**src/rtl/car_lane_array.sv**
```systemverilog
// Multi-lane Frogger obstacle generator: one car per lane, each moving at a
// speed set by the level, with all movement paced by an internal tick divider.
module car_lane_array #(
  parameter int            NUM_LANES  = 4,
  parameter int            TICK_DIV   = 15000000,
  parameter int            SCREEN_W   = 640,
  parameter int            CAR_W      = 60,
  parameter int            CAR_H      = 40,
  parameter int            LANE_TOP0  = 110,
  parameter int            LANE_PITCH = 60,
  parameter int            START_GAP  = 150,
  parameter int            SPEED0     = 10,
  parameter int            SPEED1     = 25,
  parameter int            SPEED2     = 40,
  parameter int            SPEED_STEP = 5,
  parameter logic [7:0]    DIR_MASK   = 8'b0000_1010
) (
  input  logic                    clk_in,
  input  logic                    reset_in,
  input  logic                    run,
  input  logic                    freeze,
  input  logic [2:0]              level,
  output logic [NUM_LANES*10-1:0] carL,
  output logic [NUM_LANES*10-1:0] carR,
  output logic [NUM_LANES*9-1:0]  carT,
  output logic [NUM_LANES*9-1:0]  carB,
  output logic                    tick,
  output logic [NUM_LANES-1:0]    wrap
);

  localparam int XMAX = SCREEN_W - CAR_W;
  localparam int CW   = $clog2(TICK_DIV);

  typedef enum logic [1:0] {IDLE, RUN, PAUSE} state_t;

  state_t                state_q, state_d;
  logic [CW-1:0]         cnt_q, cnt_d;
  logic                  tick_q, tick_d;
  logic [NUM_LANES-1:0]  wrap_q, wrap_d;
  logic [9:0]            posL_q [NUM_LANES];
  logic [9:0]            posL_d [NUM_LANES];
  logic [9:0]            posR_q [NUM_LANES];
  logic [9:0]            posR_d [NUM_LANES];
  logic [9:0]            baseSpd;

  // Right-to-left lanes mirror the stagger so they start from the far edge.
  function automatic logic [9:0] startPos(input int i);
    int off;
    off = (i * START_GAP) % (XMAX + 1);
    return DIR_MASK[i] ? 10'(XMAX - off) : 10'(off);
  endfunction

  always_ff @(posedge clk_in) begin
    if (!reset_in) begin
      state_q <= IDLE;
      cnt_q   <= '0;
      tick_q  <= 1'b0;
      wrap_q  <= '0;
      for (int i = 0; i < NUM_LANES; i++) begin
        posL_q[i] <= startPos(i);
        posR_q[i] <= startPos(i) + 10'(CAR_W);
      end
    end else begin
      state_q <= state_d;
      cnt_q   <= cnt_d;
      tick_q  <= tick_d;
      wrap_q  <= wrap_d;
      for (int i = 0; i < NUM_LANES; i++) begin
        posL_q[i] <= posL_d[i];
        posR_q[i] <= posR_d[i];
      end
    end
  end

  always_comb begin
    state_d = state_q;
    case (state_q)
      IDLE:    if (run) state_d = RUN;
      RUN:     if (!run) state_d = IDLE; else if (freeze) state_d = PAUSE;
      PAUSE:   if (!run) state_d = IDLE; else if (!freeze) state_d = RUN;
      default: state_d = IDLE;
    endcase
  end

  always_comb begin
    case (level)
      3'd0:    baseSpd = 10'(SPEED0);
      3'd1:    baseSpd = 10'(SPEED1);
      default: baseSpd = 10'(SPEED2);
    endcase
  end

  // The counter only advances while staying in RUN, so a freeze edge holds it.
  always_comb begin
    logic [10:0] n;
    logic [9:0]  spd;
    n      = '0;
    spd    = '0;
    cnt_d  = cnt_q;
    tick_d = 1'b0;
    wrap_d = '0;
    for (int i = 0; i < NUM_LANES; i++) begin
      posL_d[i] = posL_q[i];
      posR_d[i] = posR_q[i];
    end
    if (state_d == IDLE) begin
      cnt_d = '0;
      for (int i = 0; i < NUM_LANES; i++) begin
        posL_d[i] = startPos(i);
        posR_d[i] = startPos(i) + 10'(CAR_W);
      end
    end else if (state_q == RUN && state_d == RUN) begin
      if (cnt_q == CW'(TICK_DIV - 1)) begin
        cnt_d  = '0;
        tick_d = 1'b1;
        for (int i = 0; i < NUM_LANES; i++) begin
          spd = baseSpd + 10'(i * SPEED_STEP);
          if (DIR_MASK[i]) begin
            if (posL_q[i] < spd) begin
              posL_d[i] = 10'(XMAX);
              wrap_d[i] = 1'b1;
            end else begin
              posL_d[i] = posL_q[i] - spd;
            end
          end else begin
            n = {1'b0, posL_q[i]} + {1'b0, spd};
            if (n > 11'(XMAX)) begin
              posL_d[i] = '0;
              wrap_d[i] = 1'b1;
            end else begin
              posL_d[i] = n[9:0];
            end
          end
          posR_d[i] = posL_d[i] + 10'(CAR_W);
        end
      end else begin
        cnt_d = cnt_q + CW'(1);
      end
    end
  end

  assign tick = tick_q;
  assign wrap = wrap_q;

  for (genvar g = 0; g < NUM_LANES; g++) begin : gLane
    assign carL[10*g +: 10] = posL_q[g];
    assign carR[10*g +: 10] = posR_q[g];
    assign carT[9*g +: 9]   = 9'(LANE_TOP0 + g * LANE_PITCH);
    assign carB[9*g +: 9]   = 9'(LANE_TOP0 + g * LANE_PITCH + CAR_H);
  end

endmodule

```
**config.mk**
```make
export PLATFORM = sky130hd
export DESIGN_NAME = car_lane_array
export DESIGN_NICKNAME = d
export VERILOG_FILES = /design/src/rtl/car_lane_array.sv
export SDC_FILE = /design/constraint.sdc
export NUM_CORES = 1
export LEC_CHECK = 0
export ABC_AREA = 1
export BUFFER_PORTS_ARGS = -buffer_cell sky130_fd_sc_hd__buf_2
export CAP_MARGIN = 20
export CORE_ASPECT_RATIO = 2
export CORE_MARGIN = 3
export CORE_UTILIZATION = 55
export DETAILED_ROUTE_END_ITERATION = 8
export HOLD_SLACK_MARGIN = 0.15
export PLACE_DENSITY = 0.8
export REMOVE_ABC_BUFFERS = 1
export SYNTH_ARGS = -nofsm -noshare
export SYNTH_HDL_FRONTEND = slang
export SYNTH_SLANG_ARGS = --single-unit
```
**constraint.sdc**
```tcl
create_clock -name clk_in -period 5.3 [get_ports clk_in]
set_input_delay 1.59 -clock clk_in [delete_from_list [all_inputs] [get_ports clk_in]]
set_output_delay 1.59 -clock clk_in [all_outputs]
set_load 0.05 [all_outputs]
```
==> results_dict.tcl <==
set metrics [dict create \
    multi_input_area_um2 3730 \
    async_reset_ff_frac 0 \
    power_leakage_nw 3.54 \
    n_antenna_cell 0 \
    hpwl_um 13900 \
    cts_setup_buffers 0 \
    start_kind "input port" \
    fmax_mhz 218 \
    ys_seq_area_frac 0.307 \
    die-area_um2 13600 \
    grt_pass1_vias 6138 \
    synth_edf_count 0 \
    clockBufferDepth 2 \
    fill_cells 1128 \
    wl_um 18000 \
    fp-row-count 56 \
    routed_via_density 5.41 \
    avgSynthCellArea_um2 7.05 \
    p_per_area_nw_per_um2 237 \
    clkTransAtPathRegs_ns 0.08 \
    drtIter0Drc 374 \
    setup_violations 0 \
    grt_antenna_before_repair 0 \
    cts_resized 0 \
    grt_max_degree 42 \
    ys.flop_type "dfxtp_1" \
    ys_warn_count 0 \
    grt_pass1_wl_um 28600 \
    required_ns 5.56 \
    ys_ff_latch 103 \
    placed_cells 1163 \
    synth.distinct_cells 56 \
    regArea_um2 2060 \
    wl_per_cell_um 15.3 \
    rsz0062_at_grt "false" \
    clock_latency_ns 0.36 \
    slew_headroom 0.603 \
    start_util 0.567 \
    min_period_ns 4.59 \
    finalHoldViolations 0 \
    first_pass_iters 5 \
    num_vias 6373 \
    place.gp.congestion 0.950 \
    peakVddDrop_v 0.000185 \
    slew_viol_final 0 \
    drive_above_1_share 0.153 \
    period_share 0.866 \
    syn_area_um2 6710 \
    cts-htree-levels 3 \
    tightest_slew_ns 0.595 \
    grt.overflow.total 0 \
    cts_buffers 9 \
    nets 1073 \
    grt_usage 0.262 \
    die_h_um 162 \
    fp.coreArea_um2 11800 \
    cts_tree "done" \
    io_buffers 91 \
    numClockSinks 103 \
    drc 0 \
    status "finished, final reports clean" \
    crit_arrival_ns 4.85 \
    worstPathMaxFanout 8 \
    criticalPathCategory "in2reg" \
    holdWs_ns 0.448 \
    hp-class "reg2reg" \
    ant_nets 0 \
    area_growth_pct 7.96 \
    drv_cap 0 \
    ios 164 \
    stdcell_count 1179 \
    crit_path_end_kind "flop" \
    netlist_instances 952 \
    holdBufCountCts 0 \
    die_w_um 84.1 \
    clock-skew-final_ns 0.0111 \
    root_buffer "clkbuf_16" \
    setup-tns-final_ns 0 \
]
[metal layers]
layer,GRT usage,wire length (um),vias up
met4,0.174,1080,0
met5,0,0,-
met3,0.0371,943,77
li1,-,-,3111
met2,0.512,9870,262
met1,0.243,6110,2923
[metrics by stage]
step           worst slack, ns  cell area [um^2]  utilization  total power [mW]
4_1_cts                  0.725              7250        0.612              1.72
3_5_place_dp             0.345              6930        0.586              1.04
6_report                 0.710              7250        0.612              1.72
3_3_place_gp             0.419              6930        0.586              1.04
5_1_grt                  0.418              7250        0.612              1.78
2_1_floorplan            0.762              6270            -              1.00
[state kept, by name (all words and copies together), names as in the netlist]
name / flops
posL_q: 38
posR_q: 34
cnt_q: 24
wrap: 4
state_q: 2
tick: 1
[report_power, final]
part           internal, mW  switching (mW)  total [mW]
Sequential            0.774         0.00102       0.775
Clock                 0.376           0.319       0.695
Combinational        0.0434           0.205       0.248
[kinds of logic (layout without fill, tap and decap cells)]
family	Yosys count	count (layout)	share of synthesized area
buf+inv	224	236	0.176
simple gates	430	430	0.296
compound gates	138	138	0.121
other cells	2	72	0.00112
fa+ha+maj	37	37	0.0734
flops	103	103	0.307
xor+xnor	18	18	0.0246
[layout make-up]
cell class | count | area share
clock buffer | 9 | 0.0311
tap | 145 | 0.0250
sequential | 103 | 0.285
multi-input combinational | 695 | 0.515
clock inverter | 7 | 0.0121
timing repair buffer | 95 | 0.0670
inverter | 125 | 0.0656
[cell usage after synthesis (3+ instances only)]
master    number  share of area
nand2_1      203           0.11
inv_1        119          0.067
dfxtp_1      103           0.31
buf_4         84          0.094
nor2_1        79          0.044
nand3_1       59          0.044
a21oi_1       47          0.035
ha_1          33          0.062
o21ai_0       33          0.025
nand4_1       24          0.022
nor3_1        12         0.0089
xor2_1        12          0.016
a31oi_1       11          0.010
o22ai_1       11          0.010
buf_2         10         0.0075
nand2_2        9         0.0084
nand3_2        7          0.010
nor2_2         7         0.0065
or2_2          7         0.0065
o21a_1         6         0.0067
o21ai_1        5         0.0037
xnor2_1        5         0.0065
a22oi_1        4         0.0045
a32o_1         4         0.0060
fa_1           4          0.012
nand3b_1       4         0.0045
nor4_1         4         0.0037
o211ai_1       4         0.0045
clkbuf_1       3         0.0017
inv_2          3         0.0017
nor3_2         3         0.0045
[final timing paths]
check / from / end / slack [ns] / cells past startpoint
setup / recovery: level[2] / posR_q[2][8] / 0.71 / 23
hold / removal: posR_q[0][9] / posR_q[0][9] / 0.45 / 2
setup reg to reg: posR_q[0][0] / posR_q[0][8] / 2.41 / 19
hold reg to reg: posR_q[0][9] / posR_q[0][9] / 0.45 / 2
[placed cells by master, fill, tap and decap left out, types with 9 or more instances in the layout]
cell type,n
nor2_1,79
buf_2,91
nand2_2,9
dfxtp_1,103
a31oi_1,11
nand3_1,59
clkbuf_16,9
ha_1,33
conb_1,72
nand4_1,24
nand2_1,203
a21oi_1,47
inv_1,119
o21ai_0,33
xor2_1,12
o22ai_1,11
nor3_1,12
[critical path, cell delays in order]
cell and delay, ns:
buf_2 0.10, nor2_1 0.17, nand2_1 0.14, ha_1 0.26, nor2_1 0.32, inv_1 0.14, fa_1 0.51, or2_2 0.31
nand3_1 0.08, nand3_1 0.06, nor2_1 0.08, nand2_1 0.05, nand2_1 0.06, nand2_1 0.06, nand2_2 0.09, nand2_2 0.08
inv_4 0.11, nand2_1 0.08, ha_1 0.22, nand3_2 0.11, nand3_1 0.08, nand3_1 0.09, nand2_1 0.05
No activity file was read; power rests on OpenSTA's default activity.
